### config.mk
export PLATFORM = sky130hd
export DESIGN_NAME = jtcop_bankmap_flat
export DESIGN_NICKNAME = d
export VERILOG_FILES = /design/src/rtl/jtcop_pkg.sv /design/src/rtl/jtcop_bankmap_if.sv /design/src/rtl/jtcop_bankmap_cnt.sv /design/src/rtl/jtcop_bankmap.sv /design/src/flat_wrapper.sv
export SDC_FILE = /design/constraint.sdc
export NUM_CORES = 1
export LEC_CHECK = 0
export BUFFER_PORTS_ARGS = -buffer_cell sky130_fd_sc_hd__buf_2
export CAP_MARGIN = 5
export CORE_MARGIN = 1.5
export CORE_UTILIZATION = 40
export CTS_CLUSTER_DIAMETER = 200
export DETAILED_ROUTE_END_ITERATION = 10
export HOLD_SLACK_MARGIN = 0.03
export PLACE_DENSITY = 0.56
export SKIP_LAST_GASP = 1
export SYNTH_ARGS = -nofsm -noshare
export SYNTH_HDL_FRONTEND = slang
export SYNTH_HIERARCHICAL = 1
export SYNTH_SLANG_ARGS = --single-unit
### constraint.sdc
create_clock -name clk -period 3.6 [get_ports clk]
set_clock_uncertainty 0.1 [all_clocks]
set_input_delay 0 -clock clk [delete_from_list [all_inputs] [get_ports clk]]
set_output_delay 0 -clock clk [all_outputs]
set_load 0.02 [all_outputs]
### src/rtl/jtcop_pkg.sv
// rtl/jtcop_pkg.sv - shared constants and Sly Spy preset table for the bank mapper
package jtcop_pkg;

    localparam int CODE_W   = 3;

    localparam int CH_BMODE = 0;
    localparam int CH_BSFT  = 1;
    localparam int CH_BMAP  = 2;
    localparam int CH_FMODE = 3;
    localparam int CH_FSFT  = 4;
    localparam int CH_FMAP  = 5;

    // Returns the table code (channel+1, or 0 for no select) for {page, region}
    function automatic int preset_code(int page, int region);
        int ch;
        ch = -1;
        case (page)
            0: case (region)
                0: ch = CH_BMODE;
                1: ch = CH_BSFT;
                3: ch = CH_BMAP;
                4: ch = CH_FMODE;
                6: ch = CH_FSFT;
                7: ch = CH_FMAP;
                default: ch = -1;
            endcase
            1: case (region)
                4: ch = CH_FMAP;
                6: ch = CH_BMAP;
                default: ch = -1;
            endcase
            2: case (region)
                0: ch = CH_BMAP;
                1: ch = CH_FMAP;
                7: ch = CH_FMAP;
                default: ch = -1;
            endcase
            3: case (region)
                0: ch = CH_FMAP;
                4: ch = CH_BMAP;
                default: ch = -1;
            endcase
            default: ch = -1;
        endcase
        return ch + 1;
    endfunction

endpackage

### src/rtl/jtcop_bankmap_if.sv
// rtl/jtcop_bankmap_if.sv - CPU window, table programming and select outputs of the bank mapper
interface jtcop_bankmap_if #(
    parameter int SELW = 2,
    parameter int RGW  = 3,
    parameter int NCH  = 6,
    parameter int CODW = 3
);
    logic                 win_cs;
    logic                 ASn;
    logic                 RnW;
    logic [RGW-1:0]       rgn;
    logic                 prog_en;
    logic                 prog_we;
    logic [SELW+RGW-1:0]  prog_addr;
    logic [CODW-1:0]      prog_data;
    logic [NCH-1:0]       ch_cs;
    logic                 any_cs;
    logic [SELW-1:0]      mapsel;
    logic [SELW-1:0]      cnt;

    modport master (
        output win_cs, ASn, RnW, rgn, prog_en, prog_we, prog_addr, prog_data,
        input  ch_cs, any_cs, mapsel, cnt
    );

    modport slave (
        input  win_cs, ASn, RnW, rgn, prog_en, prog_we, prog_addr, prog_data,
        output ch_cs, any_cs, mapsel, cnt
    );
endinterface

### src/rtl/jtcop_bankmap_cnt.sv
// rtl/jtcop_bankmap_cnt.sv - protection counter with edge detect and per-bus-cycle page latch
module jtcop_bankmap_cnt #(
    parameter int SELW = 2,
    parameter int WRAP = 1
) (
    input  logic            rst,
    input  logic            clk,
    input  logic            ASn,
    input  logic            up,
    input  logic            clr,
    output logic [SELW-1:0] cnt,
    output logic [SELW-1:0] mapsel
);
    localparam logic [SELW-1:0] CNT_MAX = '1;

    logic upl, clrl;
    logic up_re, clr_re;

    assign up_re  = up  & ~upl;
    assign clr_re = clr & ~clrl;

    always_ff @(posedge clk or posedge rst) begin
        if (rst) begin
            upl    <= 1'b0;
            clrl   <= 1'b0;
            cnt    <= '0;
            mapsel <= '0;
        end else begin
            upl  <= up;
            clrl <= clr;
            if (clr_re) begin
                cnt <= '0;
            end else if (up_re) begin
                if (WRAP != 0 || cnt != CNT_MAX)
                    cnt <= cnt + SELW'(1);
            end
            // Page only moves between bus cycles so a count never retargets its own access
            if (ASn)
                mapsel <= cnt;
        end
    end
endmodule

### src/rtl/jtcop_bankmap.sv
// rtl/jtcop_bankmap.sv - table-driven chip-select remapper for the scrambled tilemap window
module jtcop_bankmap
    import jtcop_pkg::*;
#(
    parameter int SELW    = 2,
    parameter int RGW     = 3,
    parameter int NCH     = 6,
    parameter int CODW    = CODE_W,
    parameter int UP_RGN  = 2,
    parameter int CLR_RGN = 5,
    parameter int WRAP    = 1,
    parameter int PRESET  = 1
) (
    input  logic            rst,
    input  logic            clk,
    jtcop_bankmap_if.slave  bus
);
    localparam int MAPS = 1 << SELW;
    localparam int NENT = MAPS << RGW;
    localparam int RMSK = (1 << RGW) - 1;

    logic [CODW-1:0] tbl [NENT];
    logic [CODW-1:0] entry;
    logic            up, clr, act;
    logic [NCH-1:0]  ch;
    logic [SELW-1:0] cnt_q, mapsel_q;

    assign up  = ~bus.ASn & bus.win_cs &  bus.RnW & (bus.rgn == RGW'(UP_RGN));
    assign clr = ~bus.ASn & bus.win_cs & ~bus.RnW & (bus.rgn == RGW'(CLR_RGN));

    jtcop_bankmap_cnt #(
        .SELW (SELW),
        .WRAP (WRAP)
    ) u_cnt (
        .rst    (rst),
        .clk    (clk),
        .ASn    (bus.ASn),
        .up     (up),
        .clr    (clr),
        .cnt    (cnt_q),
        .mapsel (mapsel_q)
    );

    always_ff @(posedge clk or posedge rst) begin
        if (rst) begin
            for (int i = 0; i < NENT; i++)
                tbl[i] <= (PRESET != 0) ? CODW'(preset_code(i >> RGW, i & RMSK)) : '0;
        end else if (bus.prog_en && bus.prog_we) begin
            tbl[bus.prog_addr] <= bus.prog_data;
        end
    end

    assign entry = tbl[{mapsel_q, bus.rgn}];
    // rst gates the outputs directly so they drop mid-cycle, not at the next edge
    assign act   = ~rst & ~bus.ASn & bus.win_cs & ~bus.prog_en;

    always_comb begin
        ch = '0;
        for (int k = 0; k < NCH; k++)
            ch[k] = act && (entry == CODW'(k + 1));
    end

    assign bus.ch_cs  = ch;
    assign bus.any_cs = |ch;
    assign bus.cnt    = cnt_q;
    assign bus.mapsel = mapsel_q;
endmodule

### src/flat_wrapper.sv
// flat-port wrapper written by rule: the top's interface ports become plain ports
module jtcop_bankmap_flat import jtcop_pkg::*;
#(
    parameter int SELW    = 2,
    parameter int RGW     = 3,
    parameter int NCH     = 6,
    parameter int CODW    = CODE_W,
    parameter int UP_RGN  = 2,
    parameter int CLR_RGN = 5,
    parameter int WRAP    = 1,
    parameter int PRESET  = 1
)
  (rst, clk, bus_win_cs, bus_ASn, bus_RnW, bus_rgn, bus_prog_en, bus_prog_we, bus_prog_addr, bus_prog_data, bus_ch_cs, bus_any_cs, bus_mapsel, bus_cnt);
  jtcop_bankmap_if #(.SELW(SELW), .RGW(RGW), .NCH(NCH), .CODW(CODW)) bus_i ();
  input  logic rst;
  input  logic clk;
  input wire logic [$bits(bus_i.win_cs)-1:0] bus_win_cs;
  input wire logic [$bits(bus_i.ASn)-1:0] bus_ASn;
  input wire logic [$bits(bus_i.RnW)-1:0] bus_RnW;
  input wire logic [$bits(bus_i.rgn)-1:0] bus_rgn;
  input wire logic [$bits(bus_i.prog_en)-1:0] bus_prog_en;
  input wire logic [$bits(bus_i.prog_we)-1:0] bus_prog_we;
  input wire logic [$bits(bus_i.prog_addr)-1:0] bus_prog_addr;
  input wire logic [$bits(bus_i.prog_data)-1:0] bus_prog_data;
  output wire logic [$bits(bus_i.ch_cs)-1:0] bus_ch_cs;
  output wire logic [$bits(bus_i.any_cs)-1:0] bus_any_cs;
  output wire logic [$bits(bus_i.mapsel)-1:0] bus_mapsel;
  output wire logic [$bits(bus_i.cnt)-1:0] bus_cnt;
  assign bus_i.win_cs = bus_win_cs;
  assign bus_i.ASn = bus_ASn;
  assign bus_i.RnW = bus_RnW;
  assign bus_i.rgn = bus_rgn;
  assign bus_i.prog_en = bus_prog_en;
  assign bus_i.prog_we = bus_prog_we;
  assign bus_i.prog_addr = bus_prog_addr;
  assign bus_i.prog_data = bus_prog_data;
  assign bus_ch_cs = bus_i.ch_cs;
  assign bus_any_cs = bus_i.any_cs;
  assign bus_mapsel = bus_i.mapsel;
  assign bus_cnt = bus_i.cnt;
  jtcop_bankmap #(.SELW(SELW), .RGW(RGW), .NCH(NCH), .CODW(CODW), .UP_RGN(UP_RGN), .CLR_RGN(CLR_RGN), .WRAP(WRAP), .PRESET(PRESET)) u_core (.rst(rst), .clk(clk), .bus(bus_i));
endmodule
==> summary.txt <==
Status
  • Status: completed

Yosys
  • Seq/Total Area, Yosys: about half
  • Unique masters post-synth: 38
  • Yosys top cell by area: dfrtp_1
  • Top cells by area, synth: dfrtp_1 40%, mux2_2 22%, dfstp_2 12%
  • FF+latch count, synth: slightly above 100
  • Count leader, synth: mux2_2
  • Yosys Warn Count: 6
  • FFs w/ async S/R, synth: 100%
  • Post-Synthesis Cells: 370
  • Top post-synthesis cells by count: 98 x mux2_2, 79 x dfrtp_1, 29 x nand2_1
  • Top FF cell, synth: dfrtp_1
  • Share of the synthesized area in the top cell type: between 30% and 40%
  • Syn_nets: 388
  • Syn Area/Cell: approximately 14 sq um
  • Netlist Area Pre-Place: 5000 sq um
  • EDFF count, synth: 0

Global route
  • Vias in the first global route: approximately 3200
  • Number of antenna violations at the first check in global routing: 0
  • Largest net degree at the start of global routing: 63
  • Gr ovfl total: 0
  • GRT Total Usage: around a fifth
  • First-pass GRT wire length: about 19000 um

Place
  • Post-DP HPWL: 7840 um
  • Port Buf Inserts: 28
  • Pre-CTS setup slack: around 1 ns
  • Final Wtd Congestion: ~0.75

Finish
  • Diode count: 0
  • Final core utilization: a little under half
  • Area of the multi-input gates: between 2000 and 2500 sq um
  • Share of layout cells above drive strength 1: 47.9%
  • Final net count: 416
  • Fill count: 1139
  • Layout area overhead: 12.2%
  • Seq. cell area: about 2600 sq um

Setup path
  • CP max FO: 5
  • Crit Path Class: reg -> out
  • WP buf/inv: 1
  • Crit path DAT: 2.54 ns
  • Crit. End Element: output port
  • Slowest-stage cell, CP: o31ai_1
  • Delay-heaviest family, CP: compound AO/OA/AOI/OAI gates
  • Worst path max stage delay: 0.62 ns
  • CP startpoint kind: flip-flop
  • Cell Chain, Critical Path: mux2i_1, nand2_1, o211ai_1, o31ai_1, nor2_1, nor4_1, buf_2
  • Worst endpoint required time: about 3.5 ns

Route
  • WL final: ~11000 um
  • First drt pass iteration count: 5
  • Via count: just over 3000
  • Vias per inst: roughly 5.4
  • DR WL/cell: roughly 20 um
  • DRC: 0
  • Post-route ant nets: 0
  • DR iter-0 viols: 190

Floorplan
  • # IOs: 29
  • Die span in y: 115 um
  • Placeable Area: ~12000 sq um
  • Die area: between 10000 and 15000 sq um
  • Initial core utilization: between 40% and 50%
  • FP Rows: 40
  • DIE WIDTH: between 100 and 150 um

Clocking
  • # Post-CTS Setup Buffers: 0
  • CTS buffer count: 9
  • CTS H-tree lvls: 3
  • Skew-Pair Late Insertion Delay: about 0.35 ns
  • Root buf cell: clkbuf_16
  • Clock Sinks: ~100
  • TritonCTS clock tree: done
  • CTS max path bufs: 2
  • Clk slew on worst S/H paths: ~0.06 ns

Flow run
  • Max-cap violations: 0

Power
  • Worst vdd ir: roughly 0.28 mV
  • Leakage power total: around 0.0025 uW
  • Power Dens Cells: ~500 nW/um^2

Timing
  • Final worst slack: 0.962 ns
  • Final TNS setup: 0 ns
  • Fmax: about 380 MHz
  • Final period util: between 70 and 80%
  • Transition time of the tightest slew-check pin: 1.08 ns
  • Fin. Hold Viols: 0
  • Min Tclk post-route: about 2.6 ns
  • Rel. slew slack: roughly 28%
  • Final setup viols: 0
  • Max Slew Vio Count: 0
  • RSZ-0062 raised after global routing: false
  • Final Hold Slack: between 0.05 and 0.06 ns

Worst hold path
  • Hold Crit Class: in -> async
## kinds of logic (layout without fill, tap and decap cells)
family                    Yosys count  count (layout)  synth area share (%)
xor gates and xnor gates            2               2                 0.351
buffers and inverters              23              56                  2.30
and+or+nand+nor                    98              98                  9.96
AOI/OAI and AO/OA                  11              11                  1.65
DFF                               102             102                  51.6
muxes                             134             134                  34.1
## sequential cells by signal (all words and copies together), names as in the netlist
register / count
u_core/u_cnt/mapsel: 2
u_core/u_cnt/clrl: 1
u_core/u_cnt/cnt: 2
u_core/tbl: 96
u_core/u_cnt/upl: 1
## area by class of cell
type	count	share of cell area [%]
clock buffer	11	4.51
sequential	102	46.0
clock inverter	5	0.602
timing repair buffer	36	3.79
tap	168	3.75
multi-input combinational	245	41.0
inverter	4	0.290
## routing by layer
metal | share of wire [%] | track usage, % | up-vias | wire, um
li1 | - | - | 1405 | -
met1 | 47 | 26.4 | 1598 | 5340
met2 | 48 | 30.7 | 56 | 5400
met3 | 3.1 | 4.01 | 14 | 344
met4 | 1.6 | 6.67 | 0 | 185
met5 | 0 | 0 | - | 0
## cell usage in the layout (no fill, tap or decap), drive strengths merged, types with 4 or more instances in the layout
cell         instances
mux2               100
nor4                 5
dfstp               23
nand2               30
mux2i               16
nand3b               4
nor2b                7
buf                 31
dfrtp               79
nand3                5
clkinv               4
dlygate4sd3          5
clkbuf              11
nand2b               4
nor3                 6
mux4                18
nor2                24
## power breakdown
| part | switching, uW | internal [uW] | leakage, uW |
|---|---|---|---|
| sequential | 105 | 1330 | 0.00129 |
| clock | 425 | 505 | 0.000138 |
| combinational | 261 | 256 | 0.00105 |
| total | 791 | 2090 | 0.00248 |
## per-stage QoR
step	instance area, sq um	cells	total power [uW]
after floorplan	5000	370	1820
after global placement	5270	550	1950
after detailed placement	5270	550	1970
after CTS	5610	571	2920
after global routing	5610	571	3030
final	5610	571	2880
## path summary, 6_finish.rpt
| path | depth (start not counted) | end | start | slack (ns) |
|---|---|---|---|---|
| setup / recovery | 7 | bus_ch_cs[4] | u_core/tbl[23] | 0.96 |
| hold / removal | 3 | u_core/u_cnt/mapsel[0] | rst | 0.05 |
| setup reg to reg | 1 | u_core/u_cnt/mapsel[1] | u_core/u_cnt/mapsel[1] | 2.53 |
| hold reg to reg | 2 | u_core/u_cnt/cnt[0] | u_core/u_cnt/clrl | 0.40 |
| max in group asynchronous | 4 | u_core/tbl[25] | rst | 2.10 |
| min in group clk | 4 | u_core/tbl[75] | bus_prog_addr[0] | 0.10 |
## timing repair
| action | 4_1_cts | 5_1_grt |
|---|---|---|
| endpoints found under the hold margin | 55 | 0 |
| hold buffers | 5 | 0 |
| resized for setup | 0 | 0 |
Power figures use the tool's default switching activity.
